$ cat src/rtl/oracle_key_decoder_pkg.sv
// Shared definitions for the operand-unlock decoder: FSM states and
// default parameter values.
package oracle_pkg;

   typedef enum logic [1:0] {
      IDLE  = 2'd0,
      SHIFT = 2'd1,
      DONE  = 2'd2
   } state_t;

   localparam int DEFAULT_WIDTH = 2;
   localparam logic [DEFAULT_WIDTH-1:0] DEFAULT_KEY_RESET = '0;

   // Bit-index counter width: clog2 of the operand width, never below one bit.
   function automatic int idx_width(input int w);
      return (w > 1) ? $clog2(w) : 1;
   endfunction

endpackage

$ cat src/rtl/oracle_key_decoder_if.sv
// Input word / result stream bundle between the locked adder side and the
// decoder. The decoder sits on the slave side.
interface oracle_key_decoder_if
   import oracle_pkg::*;
#(
   parameter int WIDTH = DEFAULT_WIDTH
);
   logic             in_valid;
   logic             in_ready;
   logic [WIDTH-1:0] in_enca;
   logic [WIDTH-1:0] in_b;
   logic             in_c;
   logic [WIDTH:0]   in_s;
   logic             out_valid;
   logic             out_ready;
   logic [WIDTH-1:0] out_a;
   logic [WIDTH:0]   out_sum;
   logic             out_sum_ok;

   modport master (
      output in_valid, in_enca, in_b, in_c, in_s, out_ready,
      input  in_ready, out_valid, out_a, out_sum, out_sum_ok
   );

   modport slave (
      input  in_valid, in_enca, in_b, in_c, in_s, out_ready,
      output in_ready, out_valid, out_a, out_sum, out_sum_ok
   );
endinterface

$ cat src/rtl/oracle_key_decoder_serial_fa_cell.sv
// One-bit combinational full adder used as the single stage of the
// bit-serial carry chain.
module serial_fa_cell (
   input  logic a,
   input  logic b,
   input  logic cin,
   output logic s,
   output logic cout
);
   assign s    = a ^ b ^ cin;
   assign cout = (a & b) | (a & cin) | (b & cin);
endmodule

$ cat src/rtl/oracle_key_decoder.sv
// Unlock/verification stage: removes the key from operand a, recomputes
// a + b + c one bit per cycle and flags whether it matches the claimed sum.
module oracle_key_decoder
   import oracle_pkg::*;
#(
   parameter int               WIDTH     = DEFAULT_WIDTH,
   parameter logic [WIDTH-1:0] KEY_RESET = '0
) (
   input  logic                 clk,
   input  logic                 rst,
   input  logic                 key_load,
   input  logic [WIDTH-1:0]     key_in,
   oracle_key_decoder_if.slave  bus,
   output logic                 busy
);

   localparam int              IDXW     = idx_width(WIDTH);
   localparam logic [IDXW-1:0] IDX_LAST = IDXW'(WIDTH - 1);

   state_t           state, state_next;
   logic [WIDTH-1:0] key_reg;
   logic [WIDTH-1:0] a_reg;
   logic [WIDTH-1:0] b_reg;
   logic             carry;
   logic [WIDTH:0]   s_exp;
   logic [WIDTH:0]   sum_reg;
   logic [WIDTH:0]   sum_next;
   logic [IDXW-1:0]  idx;
   logic [WIDTH-1:0] out_a_reg;
   logic [WIDTH:0]   out_sum_reg;
   logic             out_ok_reg;

   logic             accept;
   logic             last_bit;
   logic [WIDTH-1:0] key_eff;
   logic             fa_s;
   logic             fa_cout;

   // A key presented together with a word decodes that same word.
   assign key_eff  = key_load ? key_in : key_reg;
   assign accept   = bus.in_valid & bus.in_ready;
   assign last_bit = (idx == IDX_LAST);

   assign bus.in_ready   = (state == IDLE) & ~rst;
   assign bus.out_valid  = (state == DONE);
   assign bus.out_a      = out_a_reg;
   assign bus.out_sum    = out_sum_reg;
   assign bus.out_sum_ok = out_ok_reg;
   assign busy           = (state != IDLE);

   serial_fa_cell u_fa (
      .a    (a_reg[idx]),
      .b    (b_reg[idx]),
      .cin  (carry),
      .s    (fa_s),
      .cout (fa_cout)
   );

   // Partial sum after this cycle's bit; the carry-out lands in the top bit on the last step.
   always_comb begin
      sum_next      = sum_reg;
      sum_next[idx] = fa_s;
      if (last_bit) begin
         sum_next[WIDTH] = fa_cout;
      end
   end

   // State register.
   always_ff @(posedge clk or posedge rst) begin
      if (rst) begin
         state <= IDLE;
      end else begin
         state <= state_next;
      end
   end

   // Next-state logic: one word in flight at a time, no overlap.
   always_comb begin
      state_next = state;
      case (state)
         IDLE:    if (accept)        state_next = SHIFT;
         SHIFT:   if (last_bit)      state_next = DONE;
         DONE:    if (bus.out_ready) state_next = IDLE;
         default:                    state_next = IDLE;
      endcase
   end

   // Key register, operand capture, serial add and result registers.
   always_ff @(posedge clk or posedge rst) begin
      if (rst) begin
         key_reg     <= KEY_RESET;
         a_reg       <= '0;
         b_reg       <= '0;
         carry       <= 1'b0;
         s_exp       <= '0;
         sum_reg     <= '0;
         idx         <= '0;
         out_a_reg   <= '0;
         out_sum_reg <= '0;
         out_ok_reg  <= 1'b0;
      end else begin
         case (state)
            IDLE: begin
               // Key changes only land while idle; loads elsewhere are dropped.
               if (key_load) begin
                  key_reg <= key_in;
               end
               if (accept) begin
                  a_reg   <= bus.in_enca ^ key_eff;
                  b_reg   <= bus.in_b;
                  carry   <= bus.in_c;
                  s_exp   <= bus.in_s;
                  sum_reg <= '0;
                  idx     <= '0;
               end
            end
            SHIFT: begin
               sum_reg <= sum_next;
               carry   <= fa_cout;
               if (last_bit) begin
                  // Results are latched once and held through DONE and after.
                  out_a_reg   <= a_reg;
                  out_sum_reg <= sum_next;
                  out_ok_reg  <= (sum_next == s_exp);
               end else begin
                  idx <= idx + 1'b1;
               end
            end
            default: begin
            end
         endcase
      end
   end

endmodule
$ cat src/flat_wrapper.sv
// flat-port wrapper written by rule: the top's interface ports become plain ports
module oracle_key_decoder_flat import oracle_pkg::*;
#(
   parameter int               WIDTH     = DEFAULT_WIDTH,
   parameter logic [WIDTH-1:0] KEY_RESET = '0
)
  (clk, rst, key_load, key_in, busy, bus_in_valid, bus_in_enca, bus_in_b, bus_in_c, bus_in_s, bus_out_ready, bus_in_ready, bus_out_valid, bus_out_a, bus_out_sum, bus_out_sum_ok);
  oracle_key_decoder_if #(.WIDTH(WIDTH)) bus_i ();
  input  logic clk;
  input  logic rst;
  input  logic key_load;
  input  logic [WIDTH-1:0] key_in;
  output logic busy;
  input wire logic [$bits(bus_i.in_valid)-1:0] bus_in_valid;
  input wire logic [$bits(bus_i.in_enca)-1:0] bus_in_enca;
  input wire logic [$bits(bus_i.in_b)-1:0] bus_in_b;
  input wire logic [$bits(bus_i.in_c)-1:0] bus_in_c;
  input wire logic [$bits(bus_i.in_s)-1:0] bus_in_s;
  input wire logic [$bits(bus_i.out_ready)-1:0] bus_out_ready;
  output wire logic [$bits(bus_i.in_ready)-1:0] bus_in_ready;
  output wire logic [$bits(bus_i.out_valid)-1:0] bus_out_valid;
  output wire logic [$bits(bus_i.out_a)-1:0] bus_out_a;
  output wire logic [$bits(bus_i.out_sum)-1:0] bus_out_sum;
  output wire logic [$bits(bus_i.out_sum_ok)-1:0] bus_out_sum_ok;
  assign bus_i.in_valid = bus_in_valid;
  assign bus_i.in_enca = bus_in_enca;
  assign bus_i.in_b = bus_in_b;
  assign bus_i.in_c = bus_in_c;
  assign bus_i.in_s = bus_in_s;
  assign bus_i.out_ready = bus_out_ready;
  assign bus_in_ready = bus_i.in_ready;
  assign bus_out_valid = bus_i.out_valid;
  assign bus_out_a = bus_i.out_a;
  assign bus_out_sum = bus_i.out_sum;
  assign bus_out_sum_ok = bus_i.out_sum_ok;
  oracle_key_decoder #(.WIDTH(WIDTH), .KEY_RESET(KEY_RESET)) u_core (.clk(clk), .rst(rst), .key_load(key_load), .key_in(key_in), .bus(bus_i), .busy(busy));
endmodule
$ cat config.mk
export PLATFORM = sky130hd
export DESIGN_NAME = oracle_key_decoder_flat
export DESIGN_NICKNAME = d
export VERILOG_FILES = /design/src/rtl/oracle_key_decoder_pkg.sv /design/src/rtl/oracle_key_decoder_if.sv /design/src/rtl/oracle_key_decoder_serial_fa_cell.sv /design/src/rtl/oracle_key_decoder.sv /design/src/flat_wrapper.sv
export SDC_FILE = /design/constraint.sdc
export NUM_CORES = 1
export LEC_CHECK = 0
export CAP_MARGIN = 30
export CORE_AREA = 2 2 52 54
export CTS_CLUSTER_SIZE = 14
export DETAILED_ROUTE_END_ITERATION = 8
export DIE_AREA = 0 0 54 56
export MAX_ROUTING_LAYER = met4
export PLACE_DENSITY = 0.75
export SLEW_MARGIN = 10
export SYNTH_ARGS = -nofsm -noshare
export SYNTH_HDL_FRONTEND = slang
export SYNTH_SLANG_ARGS = --single-unit
$ cat constraint.sdc
create_clock -name clk -period 2 [get_ports clk]
set_input_delay 0.5 -clock clk [delete_from_list [all_inputs] [get_ports clk]]
set_output_delay 0.5 -clock clk [all_outputs]
set_load 0.05 [all_outputs]
# [Word-level counts from Yosys, hierarchy flattened]
# Cells that the tools add are included.
[totals] reg_bits=22 elab_cells=60
[classes] add_sub_neg=1 order_cmp=3 n_eq_ne=6 mux=20 bitwise=11 n_reduce_logical=8
[ops] op="$mux W1" count=9
[ops] op="$mux W2" count=4
[ops] op="$pmux W2 S3" count=1
[ops] op="$pmux W3 S2" count=1
[ops] op="$reduce_and A2 Y1" count=3
[ops] op="$and A1 B1 Y1" count=5
[ops] op="$ne A2 B1 Y1 const B" count=2
[ops] op="$pmux W1 S2" count=2
[ops] op="$reduce_bool A2 Y1" count=2
[ops] op="$bwmux W3" count=1
[ops] op="$eq A3 B3 Y1" count=1
[ops] op="$lt A1 B3 Y1 const B" count=1
[ops] op="$mux W3" count=1
[ops] op="$reduce_and A3 Y1" count=1
[ops] op="$eq A2 B1 Y1 const B" count=1
[ops] op="$eq A2 B2 Y1 const B" count=1
[ops] op="$logic_not A2 Y1" count=1
[ops] op="$lt A1 B2 Y1 const B" count=1
[ops] op="$ne A2 B2 Y1 const B" count=1
[ops] op="$or A1 B1 Y1" count=2
[ops] op="$xor A1 B1 Y1" count=2
[ops] op="$xor A2 B2 Y2" count=1
[ops] op="$add A1 B1 Y1 const B" count=1
[ops] op="$demux W1 S1" count=1
[ops] op="other kinds (3)" count=3

# [Longest topological paths before layout]
[depth] word_depth=7 depth_mapped=7 ltp_nobuf=6

# [Cells and area by module]
# A second synthesis with hierarchy kept.
[unflattened] hier_cells=102 hier_area_um2=1006.0
[by_module_without_submodules] module="oracle_key_decoder" n_inst=1 cells_each=101 area_each_um2=985.9 seq_area_each_um2=525.5
[by_module_without_submodules] module="serial_fa_cell" n_inst=1 cells_each=1 area_each_um2=20.0 seq_area_each_um2=0.0

# [Least setup slack after synthesis]
# Ideal clock, no wire load.
[synth_path] path_type="reg2reg" start="register u_core.idx" end="register u_core.out_ok_reg (netlist: u_core.bus.out_sum_ok)" t_arrival_ps=1736 required_ps=1878 path_slack_ps=143 stages_incl_launch_ff=8 synth_period_minus_slack_ps=1857 path_cell_list="dfrtp_1 > buf_2 > mux2i_1 > fa_1 > nor2_1 > a21oi_1 > xor2_1 > a32o_1"
[synth_between] elab_chain_len=7 elab_cells_between_ends=20 classes_between="order compare: 2; eq/ne: 1; mux: 8; bitwise: 7; reduce/logical: 2"
[synth_rtl] item="from (decl)" line_no="oracle_key_decoder.sv:28" text="logic [IDXW-1:0] idx;"
[synth_rtl] item="from (signal assigned)" line_no="oracle_key_decoder.sv:126" text="idx <= idx + 1'b1;"
[synth_rtl] item="parallel branches: the longest is 7 deep, another holds $lt A1 B3 Y1"
[synth_rtl] item="to (signal assigned)" line_no="oracle_key_decoder.sv:124" text="out_ok_reg <= (sum_next == s_exp);"
[synth_rtl] item="to (decl)" line_no="oracle_key_decoder.sv:31" text="logic out_ok_reg;"
# Several ways; the timed one is not identified. The select of a mux whose other input is x is not followed.
# A chain may end at the register's enable or synchronous reset.

# [Worst setup path in the final report]
[layout_path] start="input port rst" end="output port bus_in_ready"
[layout_between] elab_chain_len=2
[layout_rtl] item="from (decl)" line_no="flat_wrapper.sv:10" text="input logic rst;"
[layout_rtl] item="$not A1 Y1" line_no="oracle_key_decoder.sv:44" text="assign bus.in_ready = (state == IDLE) & ~rst;"
[layout_rtl] item="$and A1 B1 Y1" line_no="oracle_key_decoder.sv:44"
[layout_rtl] item="to (decl)" line_no="flat_wrapper.sv:20" text="output wire logic [$bits(bus_i.in_ready)-1:0] bus_in_ready;"
# No other way between the ends.

==> metrics.csv <==
stage,metric,value,unit
critical_path,start_kind,input port,
cells_and_area,syn2layout_area_growth,33.2,%
critical_path,cp.required,1.50,ns
place,gp_congestion,0.766,
power_and_ir_drop,clockPowerShare,9.7,%
logic_synthesis,syn_inst,93,
logic_synthesis,ys_ff_latch,21,
timing,max_slew.worst_pin.slew,0.503,ns
floorplan,fp-row-count,18,
critical_path,cp_max_fo,3,
clock_tree,clkLatencyLatePin,0.31,ns
power_and_ir_drop,power,2.15,mW
logic_synthesis,syn_avg_cell_area,10.7,µm²
power_and_ir_drop,vdd_drop_max,0.740,mV
floorplan,dieArea,3020,µm²
logic_synthesis,yosys.area.top_type,dfrtp_1,
grt,grtUsageTotal,14.9,%
logic_synthesis,netlist_area,992,µm²
cells_and_area,fin_util,54.3,%
floorplan,initial_core_util,40.8,%
critical_path,cp-end-kind,output port,
timing,timing.setup.tns,0,ns
power_and_ir_drop,pwr_density_cell,1630,nW/µm²
drt,wl_per_cell,12.4,µm
logic_synthesis,synth_top_cell_area_share,53.0,%
place,dp.cells,145,
clock_tree,clockRootBuffer,clkbuf_4,
grt,met2_usage,21.8,%
power_and_ir_drop,p_switching,932,µW
grt,grt_pass1_vias,724,
timing,fmax,522,MHz
cells_and_area,mostFrequentLayoutCells,"nand2_1 (24), dfrtp_1 (20), clkdlybuf4s50_1 (14)",
drt,via_per_inst,4.68,
place,placed_area,1280,µm²
timing,relSlewSlack,66.4,%
timing,hold_viol,0,
clock_tree,h-tree-depth,1,
critical_path,path_class,input port to output port,
grt,grt_max_degree,22,
grt,grt_util_met3,1.61,%
clock_tree,cts_hold_buf,0,
floorplan,die_h,56,µm
drt,drt_iter0_drc,15,
power_and_ir_drop,pwr-share-comb,55.1,%
logic_synthesis,yosys_warnings,0,
min_path,min_path_type,register to register,
logic_synthesis,ys_types,23,
logic_synthesis,syn-num-nets,109,
critical_path,cp_slowest_cell,clkdlybuf4s50_1,
floorplan,die_w,54,µm
outcome,outcome,completed,
clock_tree,cts.path.max_buffers,2,
timing,setup_viol,0,
clock_tree,cts_tree,yes,
critical_path,cp_top_family,buffers and inverters,
grt,grt_remaining_overflow,0,
grt,grt_antenna_before_repair,0,
timing,rsz0062_at_grt,no,
timing,fin_crit,1.92,ns
grt,met1_usage,19.7,%
drt,drc,0,
drt,drt-total-wl,1.84,mm
place,dp_hpwl,1.42,mm
grt,busiest_layer,met2,
clock_tree,cts_made_buffers,3,
timing,clock_skew,0.00718,ns
drt,vias,698,
critical_path,critical_path.cell_chain,clkdlybuf4s50_1 > nor3_2 > buf_12,
run,maxCapViolations,0,
floorplan,core-area,2430,µm²
drt,antenna_left,0,
logic_synthesis,ys_seq_area_share,53.0,%
critical_path,cp_slowest_stage_delay,0.49,ns
power_and_ir_drop,swShare,43.3,%
grt,grt_pass1_wl,3.19,mm
timing,period_share,95.8,%
cells_and_area,layout-drive-gt1-share,18.5,%
timing,maxSlewViolCount,0,
place,portBuffers,23,
power_and_ir_drop,internal_power,1.22,mW
cells_and_area,final-instance-count-excl-fill,149,
critical_path,arrival,1.42,ns
clock_tree,cts-resized-gates,0,
clock_tree,clk_pin_slew_worst_paths,0.11,ns
clock_tree,cts.sinks,21,
cells_and_area,num_antenna_cells,0,
cells_and_area,final_nets,136,
power_and_ir_drop,seqPwrFrac,35.2,%
drt,first_pass_iters,4,
floorplan,ios,24,
clock_tree,post_cts_buffers,0,
cells_and_area,final_area,1320,µm²
cells_and_area,final_common_cell,nand2_1,
logic_synthesis,synth.area.top_cells,"dfrtp_1 (53%), nand2_1 (9.1%), mux2i_1 (6.1%)",
critical_path,cp.buffers_inverters,2,
power_and_ir_drop,power_leakage,0.671,nW
-- metal layers --
layer,up-vias,routed length [µm]
met1,323,824
met3,5,71
li1,353,-
met5,-,0
met4,0,48
met2,17,898
-- final cells by class --
cell class / instances / area [µm²]
timing repair buffer: 26 / 283
tap: 30 / 37.5
multi-input combinational: 63 / 429
inverter: 5 / 18.8
fill: 225 / 1110
sequential: 21 / 527
clock buffer: 4 / 26.3
-- cells in the mapped netlist --
cell type	number
buf_2	2
nand3_1	1
clkbuf_2	1
o21ai_1	1
inv_1	5
mux2i_1	6
nor2_1	4
nand3b_1	1
a32o_1	1
a21oi_1	2
fa_1	1
mux2_4	2
buf_4	1
mux2i_2	1
nand2b_1	2
mux2_2	3
o21ai_0	7
xnor2_1	2
nand2_1	24
nor4b_4	1
xor2_1	3
dfrtp_1	21
nor3_2	1
-- final timing paths --
kind	start	end	slack, ns	cells after the start
max reg2reg	u_core.idx$_DFFE_PP0P_	u_core.bus.out_sum_ok$_DFFE_PP0P_	0.12	6
min	u_core.b_reg[0]$_DFFE_PP0P_	u_core.b_reg[0]$_DFFE_PP0P_	0.50	2
min in group asynchronous	rst	u_core.bus.out_sum[2]$_DFFE_PP0P_	0.65	3
max	rst	bus_in_ready	0.08	3
max in group asynchronous	rst	u_core.idx$_DFFE_PP0P_	1.12	3
min reg2reg	u_core.b_reg[0]$_DFFE_PP0P_	u_core.b_reg[0]$_DFFE_PP0P_	0.50	2
-- worst reg2reg max path: stages (launching register included) --
cell and delay (ns):
dfrtp_2 0.47, mux2i_2 0.18, fa_1 0.60, nor2_1 0.06, a21oi_1 0.17, xor2_1 0.09
a32o_1 0.22
-- logic make-up (layout without fill, tap and decap cells) --
family / after synthesis / after routing / share of synthesized area (%)
AOI/OAI and AO/OA: 11 / 11 / 6.05
buffers and inverters: 9 / 35 / 4.16
DFF: 21 / 21 / 53.0
muxes: 12 / 12 / 13.9
and+or+nand+nor: 34 / 34 / 16.5
adders and majority gates: 1 / 1 / 2.02
xor gates and xnor gates: 5 / 5 / 4.41
-- metrics by stage --
step           hold slack [ns]  setup WS [ns]
2_1_floorplan            0.445          0.143
3_3_place_gp             0.461          0.114
3_5_place_dp             0.483         0.0613
4_1_cts                  0.510        0.00310
5_1_grt                  0.542         0.0197
6_report                 0.503         0.0849
-- power groups by stage --
| stage | clock network, mW | logic [mW] | registers (mW) |
|---|---|---|---|
| finish | 0.209 | 1.19 | 0.757 |
| detailed placement | 0 | 1.20 | 0.764 |
| global placement | 0 | 1.17 | 0.749 |
| floorplan | 0 | 0.687 | 0.904 |
| global route | 0.236 | 1.29 | 0.784 |
| CTS | 0.213 | 1.20 | 0.754 |
No activity file was read; power rests on OpenSTA's default activity.
